[src/rtl/force_seq_pkg.sv]
// Shared types for the force/release command sequencer.
// Command opcodes, FSM states and the queued command record.
package force_seq_pkg;

  localparam int FS_WIDTH = 8;
  localparam int FS_CNT_W = 8;

  typedef enum logic [1:0] {
    OP_FORCE       = 2'd0,
    OP_RELEASE     = 2'd1,
    OP_FORCE_TIMED = 2'd2,
    OP_RSVD        = 2'd3
  } op_e;

  typedef enum logic [1:0] {
    S_IDLE  = 2'd0,
    S_HOLD  = 2'd1,
    S_TIMED = 2'd2
  } state_e;

  typedef struct packed {
    op_e                 op;
    logic [FS_WIDTH-1:0] mask;
    logic [FS_WIDTH-1:0] value;
    logic [FS_CNT_W-1:0] hold;
  } cmd_t;

endpackage

[src/rtl/force_cmd_fifo.sv]
// Small synchronous command FIFO with synchronous flush.
// DEPTH must be a power of two so the pointers wrap for free.
module force_cmd_fifo
  import force_seq_pkg::*;
#(
  parameter int  DEPTH = 2,
  parameter type T     = cmd_t
) (
  input  logic clk,
  input  logic rst_n,
  input  logic flush,
  input  logic push,
  input  T     din,
  input  logic pop,
  output T     head,
  output logic full,
  output logic empty
);

  localparam int AW = $clog2(DEPTH);

  T             mem [DEPTH];
  logic [AW-1:0] wr_ptr;
  logic [AW-1:0] rd_ptr;
  logic [AW:0]   count;
  logic          push_ok;
  logic          pop_ok;

  assign full    = (count == (AW+1)'(DEPTH));
  assign empty   = (count == '0);
  assign head    = mem[rd_ptr];
  assign push_ok = push & ~full;
  assign pop_ok  = pop & ~empty;

  always_ff @(posedge clk) begin
    if (push_ok && !flush) begin
      mem[wr_ptr] <= din;
    end
  end

  always_ff @(posedge clk or negedge rst_n) begin
    if (!rst_n) begin
      wr_ptr <= '0;
      rd_ptr <= '0;
      count  <= '0;
    end else if (flush) begin
      wr_ptr <= '0;
      rd_ptr <= '0;
      count  <= '0;
    end else begin
      if (push_ok) wr_ptr <= wr_ptr + 1'b1;
      if (pop_ok)  rd_ptr <= rd_ptr + 1'b1;
      unique case ({push_ok, pop_ok})
        2'b10:   count <= count + 1'b1;
        2'b01:   count <= count - 1'b1;
        default: count <= count;
      endcase
    end
  end

endmodule

[src/rtl/force_override_seq.sv]
// Queued force/release sequencer producing a registered override
// of data_in; timed forces release themselves after N edges.
module force_override_seq
  import force_seq_pkg::*;
#(
  parameter int WIDTH = FS_WIDTH,
  parameter int CNT_W = FS_CNT_W,
  parameter int DEPTH = 2
) (
  input  logic             clk,
  input  logic             rst_n,
  input  logic [WIDTH-1:0] data_in,
  input  logic             flush,
  input  logic             cmd_valid,
  output logic             cmd_ready,
  input  logic [1:0]       cmd_op,
  input  logic [WIDTH-1:0] cmd_mask,
  input  logic [WIDTH-1:0] cmd_value,
  input  logic [CNT_W-1:0] cmd_hold,
  output logic [WIDTH-1:0] out_val,
  output logic [WIDTH-1:0] force_active,
  output logic             busy,
  output logic             evt_release,
  output logic             err
);

  cmd_t             cmd_in;
  cmd_t             head;
  logic             push;
  logic             pop;
  logic             full;
  logic             empty;
  state_e           state;
  state_e           state_n;
  logic [WIDTH-1:0] am;
  logic [WIDTH-1:0] am_n;
  logic [WIDTH-1:0] av;
  logic [WIDTH-1:0] av_n;
  logic [WIDTH-1:0] tm;
  logic [WIDTH-1:0] tm_n;
  logic [WIDTH-1:0] ov_n;
  logic [CNT_W-1:0] timer;
  logic [CNT_W-1:0] timer_n;
  logic             evt_n;
  logic             err_n;

  assign cmd_in = '{
    op:    op_e'(cmd_op),
    mask:  cmd_mask,
    value: cmd_value,
    hold:  cmd_hold
  };

  // Ready is held low while reset is asserted.
  assign cmd_ready    = rst_n & ~full;
  assign push         = cmd_valid & cmd_ready & ~flush;
  assign force_active = am;
  assign busy         = ~empty | (state == S_TIMED);

  force_cmd_fifo #(
    .DEPTH (DEPTH),
    .T     (cmd_t)
  ) u_fifo (
    .clk   (clk),
    .rst_n (rst_n),
    .flush (flush),
    .push  (push),
    .din   (cmd_in),
    .pop   (pop),
    .head  (head),
    .full  (full),
    .empty (empty)
  );

  always_comb begin
    state_n = state;
    am_n    = am;
    av_n    = av;
    tm_n    = tm;
    timer_n = timer;
    evt_n   = 1'b0;
    err_n   = 1'b0;
    pop     = 1'b0;
    ov_n    = (data_in & ~am) | (av & am);
    if (flush) begin
      state_n = S_IDLE;
      am_n    = '0;
      av_n    = '0;
      tm_n    = '0;
      timer_n = '0;
    end else if (state == S_TIMED) begin
      if (timer == CNT_W'(1)) begin
        am_n    = am & ~tm;
        av_n    = av & ~tm;
        tm_n    = '0;
        timer_n = '0;
        evt_n   = 1'b1;
        state_n = (am_n == '0) ? S_IDLE : S_HOLD;
      end else begin
        timer_n = timer - 1'b1;
      end
    end else if (!empty) begin
      pop = 1'b1;
      unique case (head.op)
        OP_FORCE: begin
          am_n    = am | head.mask;
          av_n    = (av & ~head.mask) | (head.value & head.mask);
          tm_n    = tm & ~head.mask;
          state_n = (am_n == '0) ? S_IDLE : S_HOLD;
        end
        OP_RELEASE: begin
          am_n    = am & ~head.mask;
          av_n    = av & ~head.mask;
          state_n = (am_n == '0) ? S_IDLE : S_HOLD;
        end
        OP_FORCE_TIMED: begin
          am_n    = am | head.mask;
          av_n    = (av & ~head.mask) | (head.value & head.mask);
          tm_n    = head.mask;
          // A zero hold still costs one edge.
          timer_n = (head.hold == '0) ? CNT_W'(1) : head.hold;
          state_n = S_TIMED;
        end
        OP_RSVD: begin
          err_n = 1'b1;
        end
      endcase
    end
  end

  always_ff @(posedge clk or negedge rst_n) begin
    if (!rst_n) begin
      state       <= S_IDLE;
      am          <= '0;
      av          <= '0;
      tm          <= '0;
      timer       <= '0;
      out_val     <= '0;
      evt_release <= 1'b0;
      err         <= 1'b0;
    end else begin
      state       <= state_n;
      am          <= am_n;
      av          <= av_n;
      tm          <= tm_n;
      timer       <= timer_n;
      out_val     <= ov_n;
      evt_release <= evt_n;
      err         <= err_n;
    end
  end

endmodule

[config.mk]
export PLATFORM = sky130hd
export DESIGN_NAME = force_override_seq
export DESIGN_NICKNAME = d
export VERILOG_FILES = /design/src/rtl/force_seq_pkg.sv /design/src/rtl/force_cmd_fifo.sv /design/src/rtl/force_override_seq.sv
export SDC_FILE = /design/constraint.sdc
export NUM_CORES = 1
export LEC_CHECK = 0
export CORE_MARGIN = 5
export CORE_UTILIZATION = 46
export DETAILED_ROUTE_END_ITERATION = 6
export PLACE_DENSITY = 0.8
export SYNTH_ARGS = -nofsm -noshare
export SYNTH_HDL_FRONTEND = slang
export SYNTH_SLANG_ARGS = --single-unit
[constraint.sdc]
create_clock -name clk -period 5.15 [get_ports clk]
set_input_delay 1.03 -clock clk [delete_from_list [all_inputs] [get_ports clk]]
set_output_delay 1.03 -clock clk [all_outputs]
set_load 0.01 [all_outputs]
==> metrics.md, run 1 <==
| Metric | Value |
|---|---|
| Wire per inst | between 15 and 20 um |
| Die width | 109 um |
| CP required | 5.44 ns |
| Fillers | 858 |
| Share of the synthesized area in the top cell type | 0.350 |
| Post-CTS Resized | 0 |
| Crit Path Max Fanout | 16 |
| Overflow after GRT | 0 |
| Drt via density | 5.39 |
| Largest net degree at the start of global routing | between 40 and 50 |
| Final Hold Viols | 0 |
| Setup TNS | 0 ns |
| Hold Crit Class | reg -> reg |
| Count of final max-slew check failures | 0 |
| Synth warnings | 0 |
| I/O pin total | 58 |
| Final period util | 0.640 |
| Crit Path Category | in -> reg |
| Delay-heaviest family, CP | buffers and inverters |
| Port-buffer cells | 57 |
| Post-CTS Setup Repair Bufs | 0 |
| Final Util | 0.555 |
| Total CTS buffers | 9 |
| Maximum vdd ir drop | 0.184 mV |
| Dominant cells by area after synthesis | edfxtp_1, dfrtp_1, mux2i_1 |
| Longest Clk Path Bufs | 2 |
| Htree depth | 3 |
| Syn Inst Count | between 300 and 400 |
| Skew final | 0.00723 ns |
| Layout Nets | between 400 and 500 |
| Drt drc | 0 |
| Initial antenna violation count | 0 |
| RSZ-0062 raised after global routing | no |
| EDFF count, synth | 52 |
| Status | finished clean |
| Most common cell on crit path | o21ai_0 |
| M1 wire length | 4570 um |
| GP Congestion | approximately 0.84 |
| Die Y | 109 um |
| Starting DRT DRC Count | 217 |
| Final setup vio count | 0 |
| CTS tree | built |
| WL final | between 9000 and 10000 um |
| First-pass GRT wire length | 16100 um |
| Area Growth Syn to Fin | 19.8% |
| Yosys cell types | 41 |
| Critical path cell sequence | clkdlybuf4s50_1 -> inv_1 -> nand2_1 -> a21oi_1 -> o21ai_0 -> o21ai_0 |
| Mapped cell area | 0.00446 mm2 |
| Share of layout cells above drive strength 1 | 0.104 |
| Vias in the first global route | between 3000 and 4000 |
| Primary FF master, synth | edfxtp_1 |
| Clock insertion delay at the later pin of the skew report | roughly 0.37 ns |
| Crit path buf inv count | 2 |
| Worst slew margin | 0.343 |
| Max stage delay on crit path | 0.79 ns |
| Final min period | 3.29 ns |
| Vias | between 3000 and 4000 |
| Antenna-violating nets left | 0 |
| Clk sink count | 100 |
| Total track usage | 0.177 |
| Core area | 0.00964 mm2 |
| First-pass iteration count of the detailed router | 5 |
| FMAX | 0.304 GHz |
| Least-Margin Pin Slew | between 0.9 and 1 ns |
| Post-DP HPWL | 7010 um |
| Row count | 36 |
| Top sig layer | met4 |
| Post-CTS Hold Buffers | 0 |
| Crit-path slowest cell | clkdlybuf4s50_1 |
| Max Cap Viol | 0 |
| Avg Inst Size Synth | 12.1 um2 |
| Critical path capture point type | register |
| Register area share after synthesis | 0.619 |
| Met2 wire len | 4450 um |
| Starting density of the core | 0.463 |
| Root Buffer | clkbuf_8 |
| Async S/R FF share, synth | 0.480 |
| DR WL met3 | 463 um |
| Post-synth top area cell | edfxtp_1 |
| Leak Pwr | between 1.5 and 2 nW |
| Reg clk slew, reported paths | ~0.09 ns |
| DIE AREA | between 0.01 and 0.015 mm2 |
| Synth Register Bits | 100 |
| Crit path arrival time | around 3.6 ns |
| # diodes | 0 |
| Power density cells | 303 mW/mm2 |
| Syn Nets | 412 |
| Worst Setup Start Kind | input pin |
==> metrics by stage <==
| stage | cells | total power, W | setup slack [ns] | hold slack (ns) | area (um2) |
|---|---|---|---|---|---|
| after detailed placement | 551 | 0.00119 | 1.52 | 0.492 | 5180 |
| after global placement | 551 | 0.00119 | 1.68 | 0.484 | 5180 |
| final | 567 | 0.00162 | 1.86 | 0.502 | 5350 |
| after CTS | 567 | 0.00163 | 1.89 | 0.505 | 5350 |
| after global routing | 567 | 0.00170 | 1.64 | 0.535 | 5350 |
| after floorplan | 368 | 0.00109 | 1.30 | 0.454 | 4460 |
==> flip-flops by register name (all words and copies together) (netlist names) <==
name and flops:
force_active 8, state 2, evt_release 1, err 1, u_fifo.rd_ptr 1, out_val 8
u_fifo.mem 52, timer 8, u_fifo.wr_ptr 1, tm 8, av 8, u_fifo.count 2
==> metal layers <==
layer / vias to the layer above / global-route usage
li1: 1478 / -
met1: 1484 / 0.259
met2: 77 / 0.259
met3: 15 / 0.0340
met4: 0 / 0.0703
met5: - / 0
==> cell usage after synthesis, types with 2 or more instances <==
master,instances
xnor2_1,2
nor2_1,29
inv_1,19
o21ai_1,5
dfrtp_1,48
mux2i_1,24
o31ai_1,2
ha_1,6
o21ai_0,46
a21oi_1,24
nand2_1,21
nor3_1,9
a32oi_1,3
a22oi_1,3
nor4_1,5
nor3b_1,2
nand4_1,2
nand2b_1,5
buf_2,5
edfxtp_1,52
and3_1,3
nand3_1,5
mux2_2,17
nor2b_1,2
o22ai_1,9
clkbuf_1,5
==> layout by cell type (no fill, tap or decap), drive strengths merged, types with 2 or more instances in the layout <==
| cell type | count |
|---|---|
| a21oi | 25 |
| a22oi | 3 |
| a32oi | 3 |
| and3 | 3 |
| buf | 5 |
| clkbuf | 10 |
| clkdlybuf4s50 | 56 |
| clkinv | 4 |
| dfrtp | 48 |
| edfxtp | 52 |
| ha | 6 |
| inv | 20 |
| mux2 | 17 |
| mux2i | 24 |
| nand2 | 21 |
| nand2b | 5 |
| nand3 | 5 |
| nand4 | 2 |
| nor2 | 29 |
| nor2b | 2 |
| nor3 | 10 |
| nor3b | 2 |
| nor4 | 6 |
| o21ai | 51 |
| o22ai | 9 |
| o31ai | 4 |
| xnor2 | 2 |
==> path summary, 6_finish.rpt <==
kind | startpoint | endpoint | slack, ns | depth (start not counted)
max | flush | timer[7] | 1.86 | 6
min | av[7] | out_val[7] | 0.50 | 1
max reg2reg | u_fifo.rd_ptr | timer[7] | 2.47 | 7
min reg2reg | av[7] | out_val[7] | 0.50 | 1
max in group asynchronous | rst_n | tm[4] | 3.97 | 2
min in group asynchronous | rst_n | timer[4] | 0.77 | 2
==> cells by family (layout without fill, tap and decap cells) <==
kind of cell               count (synthesis)  in the layout  synth area share
buffers and inverters                     30             96            0.0283
muxes                                     41             41            0.0967
xor gates and xnor gates                   3              3           0.00589
and+or+nand+nor                           88             88            0.0978
AOI/OAI and AO/OA                        100            100             0.136
adders and majority gates                  6              6            0.0168
DFF                                      100            100             0.619
==> power breakdown <==
group | switching (W) | leakage, nW | internal [W]
Clock | 0.000268 | 0.0841 | 0.000175
Sequential | 0.0000304 | 1.11 | 0.000881
Combinational | 0.000151 | 0.801 | 0.000114
==> worst register-to-register path, cell delays in order, from the launching register on <==
cell	delay [ns]
dfrtp_1	0.37
buf_4	0.46
mux2i_1	0.36
inv_1	0.13
ha_1	0.25
a21oi_1	0.68
o21ai_0	0.23
o21ai_0	0.11
==> area by class of cell <==
class,count,area [um2],share of cell area
clock inverters,6,38.8,0.00725
flip-flops and latches,100,2760,0.517
multi-input cells,238,1590,0.296
repair buffers,61,596,0.111
well taps,133,166,0.0311
inverters,19,71.3,0.0133
clock buffers,10,128,0.0239
No activity file was read; power rests on OpenSTA's default activity.
==> inputs of run 2 (changes only) <==
==> constraint.sdc (replaced) <==
create_clock -name clk -period 3.38 [get_ports clk]
set_input_delay 0.676 -clock clk [delete_from_list [all_inputs] [get_ports clk]]
set_output_delay 0.676 -clock clk [all_outputs]
set_load 0.01 [all_outputs]
==> metrics.md, run 2 (same netlist as run 1, synthesis figures left out) <==
| Metric | Value |
|---|---|
| Drt via density | 5.42 (was 5.39) |
| Total CTS buffers | 9 (unchanged) |
| Most frequent cells in the layout | clkdlybuf4s50_1, edfxtp_1, dfrtp_1 (unchanged) |
| Antenna-violating nets left | 0 (unchanged) |
| Reg2Reg Setup Slack | 0.82 ns (was 2.47 ns) |
| Layout Nets | 478 (was 473) |
| WL final | 9700 um (was 9650 um) |
| Worst R2R Path Depth | 6 (was 7) |
| Final setup vio count | 0 (unchanged) |
| Largest net degree at the start of global routing | 49 (unchanged) |
| Flop pwr share | 0.561 (was 0.563) |
| Fin area | 0.00539 mm2 (was 0.00535 mm2) |
| Row count | 36 (unchanged) |
| Total track usage | 0.175 (was 0.177) |
| Max reg flops | 52 (unchanged) |
| First-pass GRT wire length | 15700 um (was 16100 um) |
| Worst Hold Slack | 0.416 ns (was 0.502 ns) |
| DIE AREA | 0.0118 mm2 (unchanged) |
| Placed inst area | 0.00523 mm2 (was 0.00518 mm2) |
| Area Growth Syn to Fin | 20.8% (was 19.8%) |
| Clk sink count | 100 (unchanged) |
| I/O pin total | 58 (unchanged) |
| Initial antenna violation count | 0 (unchanged) |
| Core area | 0.00964 mm2 (unchanged) |
| Share of layout cells above drive strength 1 | 0.112 (was 0.104) |
| Crit path arrival time | 2.15 ns (was 3.58 ns) |
| Hold Crit Class | in -> async (was reg -> reg) |
| P_int | 0.00179 W (was 0.00117 W) |
| Post-DP HPWL | 7060 um (was 7010 um) |
| Wire per inst | 17.0 um (about the same) |
| Longest Clk Path Bufs | 2 (unchanged) |
| First-pass iteration count of the detailed router | 7 (was 5) |
| Least-Margin Pin Slew | 0.873 ns (was 0.982 ns) |
| Drt drc | 0 (unchanged) |
| GP Congestion | 0.869 (was 0.842) |
| Origin of the critical flop-to-flop path | state[0] (was u_fifo.rd_ptr) |
| Crit path from | state[0] (was flush) |
| Switch Pwr | 0.000688 W (was 0.000449 W) |
| Place WS | 0.696 ns (was 1.52 ns) |
| Die width | 109 um (unchanged) |
| Worst Setup Start Kind | register (was input pin) |
| Skew final | 0.0154 ns (was 0.00723 ns) |
| RSZ-0062 raised after global routing | no (unchanged) |
| Maximum vdd ir drop | 0.213 mV (was 0.184 mV) |
| Starting density of the core | 0.463 (unchanged) |
| Crit Path Max Fanout | 23 (was 16) |
| Port-buffer cells | 57 (unchanged) |
| Starting DRT DRC Count | 267 (was 217) |
| Crit path capture | busy (was timer[7]) |
| Delay-heaviest family, CP | simple AND/OR/NAND/NOR gates (was buffers and inverters) |
| Htree depth | 3 (unchanged) |
| Post-CTS Resized | 0 (unchanged) |
| CTS tree | built (unchanged) |
| Vias | 3101 (was 3054) |
| Combinational power share | 0.166 (was 0.163) |
| Overflow after GRT | 0 (unchanged) |
| Commonest non-fill, non-tap cell in the layout | clkdlybuf4s50_1 (unchanged) |
| Crit Path Category | reg -> out (was in -> reg) |
| Crit path depth | 3 (was 6) |
| Crit-path slowest cell | nand2b_1 (was clkdlybuf4s50_1) |
| Net Sw Frac | 0.278 (was 0.277) |
| Count of final max-slew check failures | 0 (unchanged) |
| Final Hold Viols | 0 (unchanged) |
| Max stage delay on crit path | 0.70 ns (was 0.79 ns) |
| Pwr Total | 0.00248 W (was 0.00162 W) |
| Final min period | 2.83 ns |
| CP required | 2.70 ns (was 5.44 ns) |
| Max Cap Viol | 0 (unchanged) |
| Status | finished clean (unchanged) |
| Worst slew margin | 0.418 (was 0.343) |
| Critical path cell sequence | nand2b_1 -> nand2_1 -> clkdlybuf4s50_1 (was clkdlybuf4s50_1 -> inv_1 -> nand2_1 -> a21oi_1 -> o21ai_0 -> o21ai_0) |
| Die Y | 109 um (unchanged) |
| Post-CTS Hold Buffers | 0 (unchanged) |
| Critical path capture point type | primary output (was register) |
| # diodes | 0 (unchanged) |
| Fillers | 849 (was 858) |
| Power share of the clock group | 0.273 (was 0.274) |
| FMAX | 0.354 GHz |
| Clock insertion delay at the later pin of the skew report | 0.38 ns (was 0.37 ns) |
| Vias in the first global route | 3031 (was 3080) |
| Reg2Reg Capture Point | av[5] (was timer[7]) |
| Crit path buf inv count | 1 (was 2) |
| Final Util | 0.559 (was 0.555) |
| Power density cells | 459 mW/mm2 (was 303 mW/mm2) |
| Reg clk slew, reported paths | 0.09 ns (about the same) |
| Worst setup margin | 0.552 ns (was 1.86 ns) |
| Post-CTS Setup Repair Bufs | 0 (unchanged) |
| Final period util | 0.837 |
| Root Buffer | clkbuf_8 (unchanged) |
| Leak Pwr | 2.02 nW (was 2.00 nW) |
| Biggest register | u_fifo.mem (unchanged) |
[run 2: cell types whose count changed in the layout (fill, tap and decap cells not counted)]
cell / previous run / this run
buf_4: 4 / 9
clkinvlp_4: 1 / 2
nor3b_4: 0 / 1
nor3b_2: 1 / 0
clkinv_1: 1 / 2
clkinv_2: 2 / 0
[run 2: worst min-delay path by stage]
stage | endpoint | depth (start not counted) | slack (ns)
floorplan | av[0] | 0 | 0.38
global placement | state[1] | 2 | 0.49
detailed placement | state[1] | 2 | 0.49
CTS | out_val[0] | 2 | 0.44
global route | out_val[0] | 2 | 0.47
finish | out_val[0] | 2 | 0.42
[run 2: layout make-up]
cell class              count  area, um2  area share
flip-flops and latches    100       2760       0.512
multi-input cells         238       1590       0.295
repair buffers             66        633       0.117
well taps                 133        166      0.0309
clock buffers              10        128      0.0237
inverters                  19       71.3      0.0132
clock inverters             6       40.0     0.00742
[run 2: layer usage]
layer | GRT usage | wire length [um] | vias to the layer above
li1 | - | - | 1487
met1 | 0.254 | 4680 | 1490
met2 | 0.257 | 4340 | 108
met3 | 0.0406 | 505 | 16
met4 | 0.0667 | 178 | 0
met5 | 0 | 0 | -
[run 2: power by group through the flow]
stage / sequential, W / combinational [W] / clock, W
4_1_cts: 0.00139 / 0.000411 / 0.000688
5_1_grt: 0.00140 / 0.000451 / 0.000742
3_5_place_dp: 0.00141 / 0.000410 / 0
6_report: 0.00139 / 0.000412 / 0.000676
3_3_place_gp: 0.00141 / 0.000404 / 0
2_1_floorplan: 0.00141 / 0.000247 / 0
[run 2: worst register-to-register path, stage by stage, from the launching register on]
cell	delay, ns
dfrtp_1	0.39
nand2b_1	0.70
nand2_1	0.44
o31ai_4	0.48
buf_4	0.24
a21oi_1	0.06
o22ai_1	0.17
[run 2: metrics by stage]
stage / setup TNS, ns / cells
3_3_place_gp: 0 / 556
2_1_floorplan: -0.122 / 368
4_1_cts: 0 / 572
3_5_place_dp: 0 / 556
5_1_grt: 0 / 572
6_report: 0 / 572
